## src/rtl/m_bp_upd_sched_pkg.sv

```systemverilog
`default_nettype none
// ============================================================================
// Module  : m_bp_upd_sched_pkg
// Brief   : Shared widths, FSM encoding and queue entry layout for the
//           gshare update scheduler.
// Revision: 1.0
// ============================================================================
package m_bp_upd_sched_pkg;

    localparam int unsigned ADDR_W_DEF = 5;
    localparam int unsigned CNT_W_DEF  = 16;

    typedef logic [1:0] state_t;

    localparam state_t ST_IDLE  = 2'd0;
    localparam state_t ST_ISSUE = 2'd1;
    localparam state_t ST_STALL = 2'd2;
    localparam state_t ST_FLUSH = 2'd3;

    // Queue entry is {pc, tk}: outcome bit at the bottom, index above it.
    localparam int unsigned ENT_TK_BIT = 0;
    localparam int unsigned ENT_PC_LSB = 1;

endpackage
`default_nettype wire

```

## src/rtl/m_bp_upd_sched_fifo.sv

```systemverilog
`default_nettype none
// ============================================================================
// Module  : m_upd_fifo
// Brief   : DEPTH-entry circular FIFO, two pushes and one pop per cycle.
// Revision: 1.0
// ============================================================================
module m_upd_fifo
    import m_bp_upd_sched_pkg::*;
#(
    parameter  int unsigned DEPTH = 4,
    parameter  int unsigned ENT_W = ADDR_W_DEF + 1,
    localparam int unsigned PTR_W = $clog2(DEPTH),
    localparam int unsigned CNT_W = $clog2(DEPTH + 1)
) (
    input  logic             clk_i,
    input  logic             rst_i,
    input  logic             clear_i,
    input  logic             push0_i,
    input  logic [ENT_W-1:0] data0_i,
    input  logic             push1_i,
    input  logic [ENT_W-1:0] data1_i,
    input  logic             pop_i,
    output logic [ENT_W-1:0] head_o,
    output logic [CNT_W-1:0] count_o,
    output logic [CNT_W-1:0] count_next_o
);

    logic [ENT_W-1:0] mem_q [DEPTH];
    logic [PTR_W-1:0] rd_q, rd_d;
    logic [PTR_W-1:0] wr_q, wr_d;
    logic [PTR_W-1:0] wr_inc;
    logic [CNT_W-1:0] count_q, count_d;

    assign wr_inc = wr_q + PTR_W'(1);

    always_comb begin
        rd_d    = rd_q + PTR_W'(pop_i);
        wr_d    = wr_q + PTR_W'(push0_i) + PTR_W'(push1_i);
        count_d = count_q + CNT_W'(push0_i) + CNT_W'(push1_i) - CNT_W'(pop_i);
        if (clear_i) begin
            rd_d    = '0;
            wr_d    = '0;
            count_d = '0;
        end
    end

    always_ff @(posedge clk_i) begin
        if (rst_i) begin
            rd_q    <= '0;
            wr_q    <= '0;
            count_q <= '0;
        end else begin
            rd_q    <= rd_d;
            wr_q    <= wr_d;
            count_q <= count_d;
        end
    end

    // Source 1 lands behind source 0 when both push in the same cycle.
    always_ff @(posedge clk_i) begin
        if (!clear_i) begin
            if (push0_i) begin
                mem_q[wr_q] <= data0_i;
            end
            if (push1_i) begin
                mem_q[push0_i ? wr_inc : wr_q] <= data1_i;
            end
        end
    end

    assign head_o       = mem_q[rd_q];
    assign count_o      = count_q;
    assign count_next_o = count_d;

endmodule
`default_nettype wire

```

## src/rtl/m_bp_upd_sched.sv

```systemverilog
`default_nettype none
// ============================================================================
// Module  : m_bp_upd_sched
// Brief   : Serialises two branch-resolution streams onto the predictor's
//           single write port; tracks mispredictions.
// Revision: 1.0
// ============================================================================
module m_bp_upd_sched
    import m_bp_upd_sched_pkg::*;
#(
    parameter int unsigned DEPTH  = 4,
    parameter int unsigned ADDR_W = ADDR_W_DEF,
    parameter int unsigned CNT_W  = CNT_W_DEF
) (
    input  logic              w_clock,
    input  logic              w_reset,
    input  logic              w_v0,
    input  logic [ADDR_W-1:0] w_pc0,
    input  logic              w_tk0,
    input  logic              w_pd0,
    input  logic              w_v1,
    input  logic [ADDR_W-1:0] w_pc1,
    input  logic              w_tk1,
    input  logic              w_pd1,
    output logic              w_ready,
    input  logic              w_hold,
    input  logic              w_flush,
    output logic [ADDR_W-1:0] w_wa,
    output logic              w_we,
    output logic              w_token,
    output logic              w_busy,
    output logic [CNT_W-1:0]  w_miss_cnt
);

    localparam int unsigned ENT_W  = ADDR_W + 1;
    localparam int unsigned QCNT_W = $clog2(DEPTH + 1);
    localparam int unsigned SUM_W  = CNT_W + 1;

    state_t              state_q, state_d;
    logic [QCNT_W-1:0]   count, count_next;
    logic [ENT_W-1:0]    head;
    logic                ready;
    logic                push0, push1, pop;
    logic                we_q;
    logic [ADDR_W-1:0]   wa_q;
    logic                tk_q;
    logic [CNT_W-1:0]    miss_q, miss_d;
    logic [1:0]          miss_inc;
    logic [SUM_W-1:0]    miss_sum;

    m_upd_fifo #(
        .DEPTH (DEPTH),
        .ENT_W (ENT_W)
    ) u_fifo (
        .clk_i        (w_clock),
        .rst_i        (w_reset),
        .clear_i      (w_flush),
        .push0_i      (push0),
        .data0_i      ({w_pc0, w_tk0}),
        .push1_i      (push1),
        .data1_i      ({w_pc1, w_tk1}),
        .pop_i        (pop),
        .head_o       (head),
        .count_o      (count),
        .count_next_o (count_next)
    );

    always_ff @(posedge w_clock) begin
        if (w_reset) begin
            state_q <= ST_IDLE;
        end else begin
            state_q <= state_d;
        end
    end

    always_comb begin
        if (w_flush) begin
            state_d = ST_FLUSH;
        end else if (count_next == '0) begin
            state_d = ST_IDLE;
        end else if (w_hold) begin
            state_d = ST_STALL;
        end else begin
            state_d = ST_ISSUE;
        end
    end

    // Ready demands room for two so neither source ever needs back-pressure alone.
    always_comb begin
        ready = !w_reset && (state_q != ST_FLUSH) && (count <= QCNT_W'(DEPTH - 2));
        push0 = ready && w_v0 && !w_flush;
        push1 = ready && w_v1 && !w_flush;
        pop   = (count != '0) && !w_hold && !w_flush && (state_q != ST_FLUSH);
    end

    always_comb begin
        miss_inc = 2'(push0 && (w_tk0 != w_pd0)) + 2'(push1 && (w_tk1 != w_pd1));
        miss_sum = {1'b0, miss_q} + SUM_W'(miss_inc);
        miss_d   = miss_sum[CNT_W] ? '1 : miss_sum[CNT_W-1:0];
    end

    always_ff @(posedge w_clock) begin
        if (w_reset) begin
            we_q   <= 1'b0;
            wa_q   <= '0;
            tk_q   <= 1'b0;
            miss_q <= '0;
        end else begin
            we_q   <= pop;
            miss_q <= miss_d;
            if (pop) begin
                wa_q <= head[ENT_PC_LSB +: ADDR_W];
                tk_q <= head[ENT_TK_BIT];
            end
        end
    end

    assign w_ready    = ready;
    assign w_we       = we_q;
    assign w_wa       = wa_q;
    assign w_token    = tk_q;
    assign w_busy     = (count != '0) || we_q;
    assign w_miss_cnt = miss_q;

endmodule
`default_nettype wire

```

## config.mk

```make
export PLATFORM = sky130hd
export DESIGN_NAME = m_bp_upd_sched
export DESIGN_NICKNAME = d
export VERILOG_FILES = /design/src/rtl/m_bp_upd_sched_pkg.sv /design/src/rtl/m_bp_upd_sched_fifo.sv /design/src/rtl/m_bp_upd_sched.sv
export SDC_FILE = /design/constraint.sdc
export NUM_CORES = 1
export LEC_CHECK = 0
export BUFFER_PORTS_ARGS = -buffer_cell sky130_fd_sc_hd__buf_2
export CORE_UTILIZATION = 50
export CTS_CLUSTER_SIZE = 20
export DETAILED_ROUTE_END_ITERATION = 7
export PLACE_DENSITY = 0.77
export RECOVER_POWER = 100
export SLEW_MARGIN = 15
export SYNTH_ARGS = -nofsm -noshare
export SYNTH_HDL_FRONTEND = slang
export SYNTH_SLANG_ARGS = --single-unit
```

## constraint.sdc

```tcl
create_clock -name w_clock -period 4.08 [get_ports w_clock]
set_clock_uncertainty 0.2 [all_clocks]
set_input_delay 0.816 -clock w_clock [delete_from_list [all_inputs] [get_ports w_clock]]
set_output_delay 0.816 -clock w_clock [all_outputs]
set_load 0.01 [all_outputs]
```

==> metrics.md, run 1 <==
| Metric | Value |
|---|---|
| Largest net degree at the start of global routing | 26 |
| GRT Total Usage | 0.200 |
| Vias in the first global route | between 1.5k and 2k |
| Starting density of the core | 0.534 |
| Via density | 5.63 |
| Fin. max-slew vios | 0 |
| Post-synth EDFFs | 24 |
| Cts hold-fix bufs | 0 |
| Syn_area_per_cell | 11.8 um^2 |
| Crit end category | register |
| Core area | 5270 um^2 |
| Initial antenna violation count | 0 |
| Max_slew headroom | 0.335 |
| Ys Warns | 0 |
| WS Path Type | in2reg |
| Worst Hold Class | reg2reg |
| Reg-to-Reg End | state_q[1] |
| Register area share after synthesis | 0.484 |
| RSZ-0062 raised after global routing | no |
| GR Overflow Total | 0 |
| Setup TNS | 0 ns |
| IO Pins | 45 |
| First-pass GRT wire length | 9.25 mm |
| CTS buffer count | 5 |
| Clk Latency, worst-skew pair | 0.32 ns |
| Row cnt | 26 |
| R2R setup slack | 0.74 ns |
| Area grow syn2layout | 11.7% |
| Top_reg_cell synth | dfxtp_1 |
| DRT antenna net count | 0 |
| Fin. Hold Viols | 0 |
| Sw Share | 0.238 |
| Per-cell routed wire length | 15.7 um |
| Routed wire length | between 5 and 6 mm |
| Die W | 77 um |
| Clk root buf | clkbuf_8 |
| Min setup slack post-route | about 0.54 ns |
| Die Y | 77 um |
| Worst hold path startpoint | w_token |
| R2R depth | 10 |
| Mapped Nets | 270 |
| Drc violations | 0 |
| Hold depth | 2 |
| Final Cell Area | ~3100 um^2 |
| Sequential Power Share | 0.603 |
| Yosys cell types | 42 |
| Sink Count | 56 |
| Register bit total from synthesis | 56 |
| N_diodes | 0 |
| Mapped Cells | 238 |
| Fmax | 0.283 GHz |
| Fraction of power consumed by combinational cells | 0.095 |
| Dpl cell area | 3120 um^2 |
| Post-CTS sizing | 0 |
| Place WS | around 0.34 ns |
| Die area | 5930 um^2 |
| Period minus WS final | 3.54 ns |
| Outcome | finished, final reports clean |
| DR iter-0 viols | 147 |
| Data required time of the worst path | 4.09 ns |
| Max H-tree Level | 2 |
| P_sw | about 0.24 mW |
| Gpl congestion | 0.828 |
| Int Power | roughly 0.76 mW |
| Worst setup startpoint | w_flush |
| Post-Syn Area | 2810 um^2 |
| Launching point of the worst reg2reg path | u_fifo.count_o[1] |
| CTS Buffer Depth | 2 |
| Period utilization | 0.868 |
| WP data arrival | 3.55 ns |
| Setup bufs post-CTS | 0 |
| CTS tree | done |
| Share of layout cells above drive strength 1 | 0.220 |
| Clock power frac | 0.302 |
| CTS clk-pin slew, worst paths | roughly 0.10 ns |
| Fin Hold WS | 0.302 ns |
| PwrDens | 319 nW/um^2 |
| Endpoint, Worst Hold | w_token |
| Max_cap viols | 0 |
| Final net count | 318 |
| Port Buf Inserts | 44 |
| DR vias | 2010 |
| Startpoint Class | input pin |
| Fraction of registers with async set/reset | 0 |
| Crit Path Max Fanout | 10 |
| Detailed Routing Iterations Pass 1 | 4 |
| Layout filler cell count | 468 |
| Static Leakage | 1.05 nW |
| HPWL after detailed placement | 4.12 mm |
| Total power | 1.00 mW |
| Worst-Margin Slew | 0.991 ns |
| Final setup fails | 0 |
| Peak VDD IR | approximately 0.00016 V |
worst max-delay path by stage:
stage,to,slack [ns]
global route,w_miss_cnt[1],0.26
finish,state_q[1],0.54
CTS,w_miss_cnt[1],0.65
global placement,w_miss_cnt[0],0.41
floorplan,w_miss_cnt[1],0.49
detailed placement,w_miss_cnt[1],0.34
cells in the mapped netlist, types with 2 or more instances:
library cell / number / area share
inv_1: 13 / 0.017
nor3_1: 7 / 0.012
nor4_1: 2 / 0.0044
buf_4: 2 / 0.0053
nand4_1: 4 / 0.0089
a31oi_1: 4 / 0.0089
edfxtp_1: 24 / 0.26
and2_1: 3 / 0.0067
o21ai_0: 3 / 0.0053
dfxtp_1: 32 / 0.23
mux2_2: 24 / 0.096
ha_1: 8 / 0.036
nand3_1: 7 / 0.012
mux4_2: 6 / 0.048
nor2_1: 22 / 0.029
nor3_4: 2 / 0.012
nand2_1: 7 / 0.0093
fa_1: 4 / 0.028
xnor2_1: 12 / 0.037
clkbuf_1: 5 / 0.0067
xor2_1: 3 / 0.0093
mux2i_1: 8 / 0.028
o22ai_1: 4 / 0.0089
a21oi_1: 14 / 0.025
stage by stage:
stage / cells / util
final: 357 / 0.596
after floorplan: 238 / -
after CTS: 357 / 0.609
after global routing: 357 / 0.596
after global placement: 349 / 0.592
after detailed placement: 349 / 0.592
state kept, by name (all words and copies together), names as in the netlist, 2 cells and up:
register / count
u_fifo.mem_q: 24
w_miss_cnt: 16
w_wa: 5
u_fifo.rd_q: 2
u_fifo.count_o: 3
state_q: 2
u_fifo.wr_q: 2
power by group through the flow:
stage	clock network [mW]	logic [mW]	registers (mW)
2_1_floorplan	0	0.0634	0.616
3_3_place_gp	0	0.0957	0.616
3_5_place_dp	0	0.0983	0.617
4_1_cts	0.311	0.0993	0.604
5_1_grt	0.328	0.105	0.605
6_report	0.302	0.0955	0.603
layer usage:
layer,vias up,wire length (um),GRT usage,part of all wire
met5,-,0,0,0
met4,0,82,0.0698,0.015
met3,7,235,0.0381,0.042
met2,53,2750,0.327,0.49
met1,987,2560,0.266,0.45
li1,963,-,-,-
cells in the final DEF (no fill, tap or decap), drive strengths merged, types with 2 or more instances in the layout:
master,Yosys,final
mux2,24,24
nor4,3,3
xor2,3,3
nand3,7,7
mux4,6,6
buf,3,20
nor3,9,9
inv,14,14
xnor2,12,12
clkbuf,5,35
nor2,22,22
nor3b,2,2
nand4,4,4
ha,8,8
dfxtp,32,32
o22ai,4,4
o21ai,3,3
a21oi,14,14
fa,4,4
nand2,7,7
and2,3,3
mux2i,9,9
a31oi,4,4
edfxtp,24,24
worst max-delay path: stages:
cell,delay (ns)
clkbuf_1,0.15
nor2_1,0.22
o2111a_1,0.25
clkbuf_1,0.36
inv_1,0.16
ha_1,0.32
fa_1,0.38
fa_1,0.39
xnor2_1,0.23
a41o_1,0.22
nor2_1,0.04
layout make-up:
cell class	instances	area, um^2	area share
clock buffers	6	72.6	0.0231
well taps	70	87.6	0.0279
clock inverters	2	16.3	0.00518
flip-flops and latches	56	1360	0.433
repair buffers	49	214	0.0681
inverters	14	52.6	0.0167
multi-input cells	160	1340	0.426
cells by family (layout without fill, tap and decap cells):
logic type | count (synthesis) | in the layout | share of synthesized area
fa+ha+maj | 12 | 12 | 0.0641
compound gates | 31 | 31 | 0.0685
buf+inv | 22 | 71 | 0.0325
xor+xnor | 15 | 15 | 0.0467
mux | 39 | 39 | 0.177
simple gates | 63 | 63 | 0.127
flops | 56 | 56 | 0.484
(Power assumes the default switching activity.)
==> run 2, diff against run 1 <==
--- a/config.mk
+++ b/config.mk
@@ -6,10 +6,10 @@
 export NUM_CORES = 1
 export LEC_CHECK = 0
 export BUFFER_PORTS_ARGS = -buffer_cell sky130_fd_sc_hd__buf_2
-export CORE_UTILIZATION = 50
+export CORE_UTILIZATION = 45
 export CTS_CLUSTER_SIZE = 20
 export DETAILED_ROUTE_END_ITERATION = 7
-export PLACE_DENSITY = 0.77
+export PLACE_DENSITY = 0.71
 export RECOVER_POWER = 100
 export SLEW_MARGIN = 15
 export SYNTH_ARGS = -nofsm -noshare
==> run 2 against run 1 <==
  * Non-clock buffer count unchanged
  * Routed wire length fell by 0.87%
  * Die area up 11%
  * Maximum frequency shrank 0.17%
  * Sequential power about the same
  * Hold slack hardly changed
  * Global-route usage shrank 2.3 points
  * Critical path depth unchanged
  * Design area grew 0.80%
  * Clock power increased by 21%
  * Register-to-register slack got worse by 0.05 ns
  * First-iteration DRC count is 49% lower
==> metrics.md, run 2 (same netlist as run 1, synthesis figures left out) <==
| Metric | Value |
|---|---|
| Outcome | finished, final reports clean |
| Setup bufs post-CTS | 0 |
| N_diodes | 0 |
| Row cnt | 28 |
| Finished Layout Cells | 362 |
| Critical Path, Cell by Cell | clkbuf_1 -> nor2_1 -> o2111a_1 -> clkbuf_1 -> inv_1 -> ha_1 -> fa_1 -> fa_1 -> xnor2_1 -> a41o_1 -> nor2_1 |
| WS Path Type | in2reg |
| Max stage delay on crit path | 0.40 ns |
| GR Overflow Total | 0 |
| CTS tree | done |
| Sw Share | 0.225 |
| Layout filler cell count | 554 |
| Clock power frac | 0.342 |
| Worst-Margin Slew | 1.04 ns |
| Launching point of the worst reg2reg path | u_fifo.count_o[1] |
| Period utilization | 0.869 |
| Core area | 5990 um^2 |
| Area grow syn2layout | 12.6% |
| Clk Latency, worst-skew pair | 0.31 ns |
| Data required time of the worst path | 4.09 ns |
| Worst Hold Class | reg2reg |
| Share of layout cells above drive strength 1 | 0.220 |
| DR vias | 1999 |
| Initial antenna violation count | 0 |
| CTS clk-pin slew, worst paths | ~0.10 ns |
| Int Power | 0.823 mW |
| Final net count | between 300 and 400 |
| RSZ-0062 raised after global routing | no |
| Die area | roughly 6600 um^2 |
| Fraction of power consumed by combinational cells | 0.089 |
| Max H-tree Level | 2 |
| DR iter-0 viols | 75 |
| Sink Count | 56 |
| WP data arrival | approximately 3.6 ns |
| P_sw | 0.239 mW |
| GRT Total Usage | 0.177 |
| Placed cells | between 300 and 400 |
| Vias in the first global route | 1841 |
| Reg-to-Reg End | state_q[1] |
| Peak VDD IR | 0.000143 V |
| Detailed Routing Iterations Pass 1 | 4 |
| Per-cell routed wire length | ~15 um |
| Sequential Power Share | 0.568 |
| Fin. Hold Viols | 0 |
| Worst setup startpoint | w_flush |
| R2R depth | 10 |
| Crit Path Max Fanout | 10 |
| Largest Register | u_fifo.mem_q |
| Max_slew headroom | 0.301 |
| DRT antenna net count | 0 |
| IO Pins | 45 |
| Fmax | 0.282 GHz |
| Static Leakage | 1.07 nW |
| Drc violations | 0 |
| HPWL after detailed placement | slightly below 4 mm |
| First-pass GRT wire length | 8.74 mm |
| Setup TNS | 0 ns |
| Cts hold-fix bufs | 0 |
| CP endpoint | state_q[1] |
| Slowest CP cell | fa_1 |
| Gpl congestion | 0.760 |
| Period minus WS final | ~3.5 ns |
| R2R setup slack | 0.69 ns |
| Max_cap viols | 0 |
| Routed wire length | approximately 5.6 mm |
| Clk root buf | clkbuf_8 |
| CTS buffer count | 5 |
| Commonest non-fill, non-tap cell in the layout | dfxtp_1 |
| Max reg flops | 24 |
| Port Buf Inserts | 44 |
| Final setup fails | 0 |
| Die Y | ~81 um |
| Crit end category | register |
| Startpoint Class | input pin |
| Die W | 81.1 um |
| Starting density of the core | 0.470 |
| CTS Buffer Depth | 2 |
| Fin. max-slew vios | 0 |
| Largest net degree at the start of global routing | 25 |
| Via density | ~5.5 |
| PwrDens | 335 nW/um^2 |
| Most frequent cells in the layout | 32 x dfxtp_1, 30 x clkbuf_1, 24 x mux2_2, 24 x edfxtp_1, 22 x nor2_1 |
| Post-CTS sizing | 0 |
[run 2: cell count changes in the layout (fill, tap and decap cells not counted), sizes merged]
cell,previous run,this run
clkinvlp,1,0
bufinv,0,1
[run 2: cell type report]
type,count,area [um^2],share of cell area
Clock buffer,6,72.6,0.0229
Clock inverter,2,35.0,0.0111
Inverter,14,52.6,0.0166
Multi-Input combinational cell,160,1340,0.422
Sequential cell,56,1360,0.430
Tap cell,75,93.8,0.0296
Timing Repair Buffer,49,214,0.0676
[run 2: power by group through the flow]
stage	sequential [mW]	combinational, mW	clock, mW
global placement	0.616	0.0962	0
detailed placement	0.616	0.0986	0
global route	0.605	0.105	0.386
finish	0.603	0.0949	0.364
CTS	0.603	0.0994	0.369
floorplan	0.616	0.0634	0
[run 2: metrics by stage]
| step | power (mW) | cell area (um^2) | hold slack (ns) | util | setup slack, ns |
|---|---|---|---|---|---|
| after global placement | 0.712 | 3130 | 0.277 | 0.522 | 0.402 |
| after floorplan | 0.679 | 2810 | 0.332 | - | 0.494 |
| after global routing | 1.10 | 3170 | 0.349 | 0.529 | 0.222 |
| final | 1.06 | 3170 | 0.303 | 0.529 | 0.535 |
| after CTS | 1.07 | 3230 | 0.307 | 0.540 | 0.632 |
| after detailed placement | 0.715 | 3130 | 0.282 | 0.522 | 0.337 |
[run 2: worst min-delay path by stage]
| stage | startpoint | cells past startpoint | end |
|---|---|---|---|
| 2_1_floorplan | w_token | 2 | w_token |
| 3_3_place_gp | w_wa[4] | 2 | w_wa[4] |
| 3_5_place_dp | w_wa[1] | 2 | w_wa[1] |
| 4_1_cts | w_wa[1] | 2 | w_wa[1] |
| 5_1_grt | w_wa[3] | 2 | w_wa[3] |
| 6_report | w_wa[3] | 2 | w_wa[3] |
[run 2: worst max-delay path, delay by kind of cell]
family,cells,cell delay (ns)
buffers and inverters,3,0.69
adders and majority gates,3,1.12
and+or+nand+nor,2,0.23
xor gates and xnor gates,1,0.24
AOI/OAI and AO/OA,2,0.46
[run 2: per-layer routing]
metal,part of all wire,GRT usage,up-vias,routed length [um]
li1,-,-,966,-
met1,0.47,0.234,989,2640
met2,0.48,0.288,40,2700
met3,0.032,0.0382,4,180
met4,0.0095,0.0554,0,53
met5,0,0,-,0
==> run 3, diff against run 2 <==
--- a/config.mk
+++ b/config.mk
@@ -9,7 +9,7 @@
 export CORE_UTILIZATION = 45
 export CTS_CLUSTER_SIZE = 20
 export DETAILED_ROUTE_END_ITERATION = 7
-export PLACE_DENSITY = 0.71
+export PLACE_DENSITY = 0.73
 export RECOVER_POWER = 100
 export SLEW_MARGIN = 15
 export SYNTH_ARGS = -nofsm -noshare
==> constraint.sdc (replaced) <==
create_clock -name w_clock -period 3.1 [get_ports w_clock]
set_clock_uncertainty 0.2 [all_clocks]
set_input_delay 0.62 -clock w_clock [delete_from_list [all_inputs] [get_ports w_clock]]
set_output_delay 0.62 -clock w_clock [all_outputs]
set_load 0.01 [all_outputs]
==> run 3 against run 2 <==
  * Via count rose by 0.35%
  * Critical path depth decreased by 6
  * First-iteration DRC count down 48%
  * Global-route usage rose by 0.60 points
  * Clock power increased by 36%
  * Non-clock buffer count grew 9
  * Largest power group unchanged
==> metrics.md, run 3 (same netlist as run 1, synthesis figures left out) <==
| Metric | Value |
|---|---|
| Outcome | finished, final reports clean |
| Startpoint Class | register |
| Clock power frac | 0.349 |
| Core area | 5990 um^2 |
| GRT Total Usage | 0.183 |
| Launching point of the worst reg2reg path | u_fifo.wr_q[1] |
| Fin. Hold Viols | 0 |
| Max_slew headroom | 0.304 |
| Row cnt | 28 |
| GR Overflow Total | 0 |
| Port Buf Inserts | 44 |
| PwrDens | ~440 nW/um^2 |
| Finished Layout Cells | around 370 |
| Largest net degree at the start of global routing | 25 |
| Sw Share | 0.233 |
| Largest Register | u_fifo.mem_q |
| Sequential Power Share | 0.560 |
| Setup bufs post-CTS | 0 |
| First-pass GRT wire length | 8.95 mm |
| WS Path Type | reg2reg |
| Fin. max-slew vios | 0 |
| N_diodes | 0 |
| Final Cell Area | 3260 um^2 |
| Share of layout cells above drive strength 1 | 0.233 |
| Gpl congestion | about 0.80 |
| Data required time of the worst path | 2.97 ns |
| Period minus WS final | 2.92 ns |
| Via density | 5.41 |
| Vias in the first global route | 1901 |
| Clk root buf | clkbuf_8 |
| CTS tree | done |
| IO Pins | 45 |
| Most frequent cells in the layout | 33 x clkbuf_1, 32 x dfxtp_1, 24 x edfxtp_1 |
| Metal3 WL | 209 um |
| CTS buffer count | 5 |
| Placed cells | approximately 360 |
| Routed wire length | 5.65 mm |
| Metal2 WL | ~2.7 mm |
| HPWL after detailed placement | 4.08 mm |
| Cts hold-fix bufs | 0 |
| Crit Path Max Fanout | 7 |
| Starting density of the core | 0.470 |
| R2R setup slack | about 0.18 ns |
| Fmax | 0.343 GHz |
| Worst-Margin Slew | 1.04 ns |
| Max reg flops | 24 |
| Commonest non-fill, non-tap cell in the layout | clkbuf_1 |
| Hold depth | 2 |
| Post-CTS sizing | 0 |
| CTS Buffer Depth | 2 |
| Per-cell routed wire length | 15.2 um |
| RSZ-0062 raised after global routing | no |
| Dpl cell area | 3230 um^2 |
| Clk Latency, worst-skew pair | 0.32 ns |
| Drc violations | 0 |
| Max stage delay on crit path | 0.87 ns |
| Worst Hold Class | in2reg |
| Final net count | 327 |
| Slowest CP cell | nor3_1 |
| CTS clk-pin slew, worst paths | roughly 0.1 ns |
| Crit end category | register |
| Sink Count | 56 |
| Fin util | 0.544 |
| Die Y | between 80 and 90 um |
| Max H-tree Level | 2 |
| Period utilization | 0.942 |
| Detailed Routing Iterations Pass 1 | 4 |
| Die area | 6570 um^2 |
| Reg-to-Reg End | u_fifo.mem_q[3][0] |
| R2R depth | 5 |
| Layout filler cell count | around 530 |
| Cell family with most CP delay | simple AND/OR/NAND/NOR gates |
| Worst hold path startpoint | w_hold |
| Fin Hold WS | approximately 0.28 ns |
| Fraction of power consumed by combinational cells | 0.090 |
| Initial antenna violation count | 0 |
| Metal1 wirelength | 2.60 mm |
| Cell count along the critical path | 5 |
| CP bufs+invs | 1 |
| Area grow syn2layout | 15.8% |
| DR iter-0 viols | 39 |
| Int Power | 1.09 mW |
| P_sw | 0.330 mW |
| Setup TNS | 0 ns |
| Static Leakage | between 1 and 1.5 nW |
| Peak VDD IR | 0.000251 V |
| Endpoint, Worst Hold | state_q[0] |
| Final setup fails | 0 |
| Die W | 81.1 um |
| Max_cap viols | 0 |
| WP data arrival | 2.79 ns |
| DRT antenna net count | 0 |
| Max Used Layer | met4 |
| Critical Path, Cell by Cell | inv_1 -> ha_1 -> mux2i_1 -> nor3_1 -> mux2_2 |
| DR vias | about 2.0k |
-- run 3: changes by cell type in the layout (fill, tap and decap cells not counted), sizes merged --
cell / before / now
inv: 14 / 15
clkbuf: 35 / 38
clkinvlp: 0 / 1
buf: 20 / 25
clkinv: 1 / 0
-- run 3: power groups by stage --
| stage | clock, mW | combinational, mW | sequential (mW) |
|---|---|---|---|
| floorplan | 0 | 0.0837 | 0.810 |
| global placement | 0 | 0.131 | 0.811 |
| detailed placement | 0 | 0.134 | 0.811 |
| CTS | 0.501 | 0.135 | 0.794 |
| global route | 0.527 | 0.142 | 0.797 |
| finish | 0.495 | 0.128 | 0.794 |
-- run 3: final cells by class --
type / instances / area [um^2] / area share
repair buffers: 58 / 267 / 0.0818
inverters: 14 / 52.6 / 0.0161
clock buffers: 5 / 68.8 / 0.0211
well taps: 75 / 93.8 / 0.0288
clock inverters: 3 / 46.3 / 0.0142
multi-input cells: 160 / 1370 / 0.420
flip-flops and latches: 56 / 1360 / 0.418
-- run 3: worst max-delay path by stage --
| stage | start | endpoint | slack, ns |
|---|---|---|---|
| after floorplan | w_reset | w_miss_cnt[1] | 0.002 |
| after global placement | w_v0 | w_miss_cnt[0] | 0.09 |
| after detailed placement | w_flush | state_q[0] | 0.05 |
| after CTS | u_fifo.count_o[1] | state_q[0] | 0.21 |
| after global routing | u_fifo.count_o[1] | w_miss_cnt[14] | 0.04 |
| final | u_fifo.wr_q[1] | u_fifo.mem_q[3][0] | 0.18 |
-- run 3: per-stage QoR --
| step | power, mW | setup WS (ns) |
|---|---|---|
| floorplan | 0.894 | 0.00152 |
| global placement | 0.942 | 0.0906 |
| detailed placement | 0.945 | 0.0520 |
| CTS | 1.43 | 0.214 |
| global route | 1.47 | 0.0427 |
| finish | 1.42 | 0.180 |
-- run 3: routing by layer --
| metal | up-vias | track usage |
|---|---|---|
| met3 | 9 | 0.0382 |
| li1 | 981 | - |
| met2 | 45 | 0.304 |
| met5 | - | 0 |
| met1 | 971 | 0.231 |
| met4 | 0 | 0.0732 |
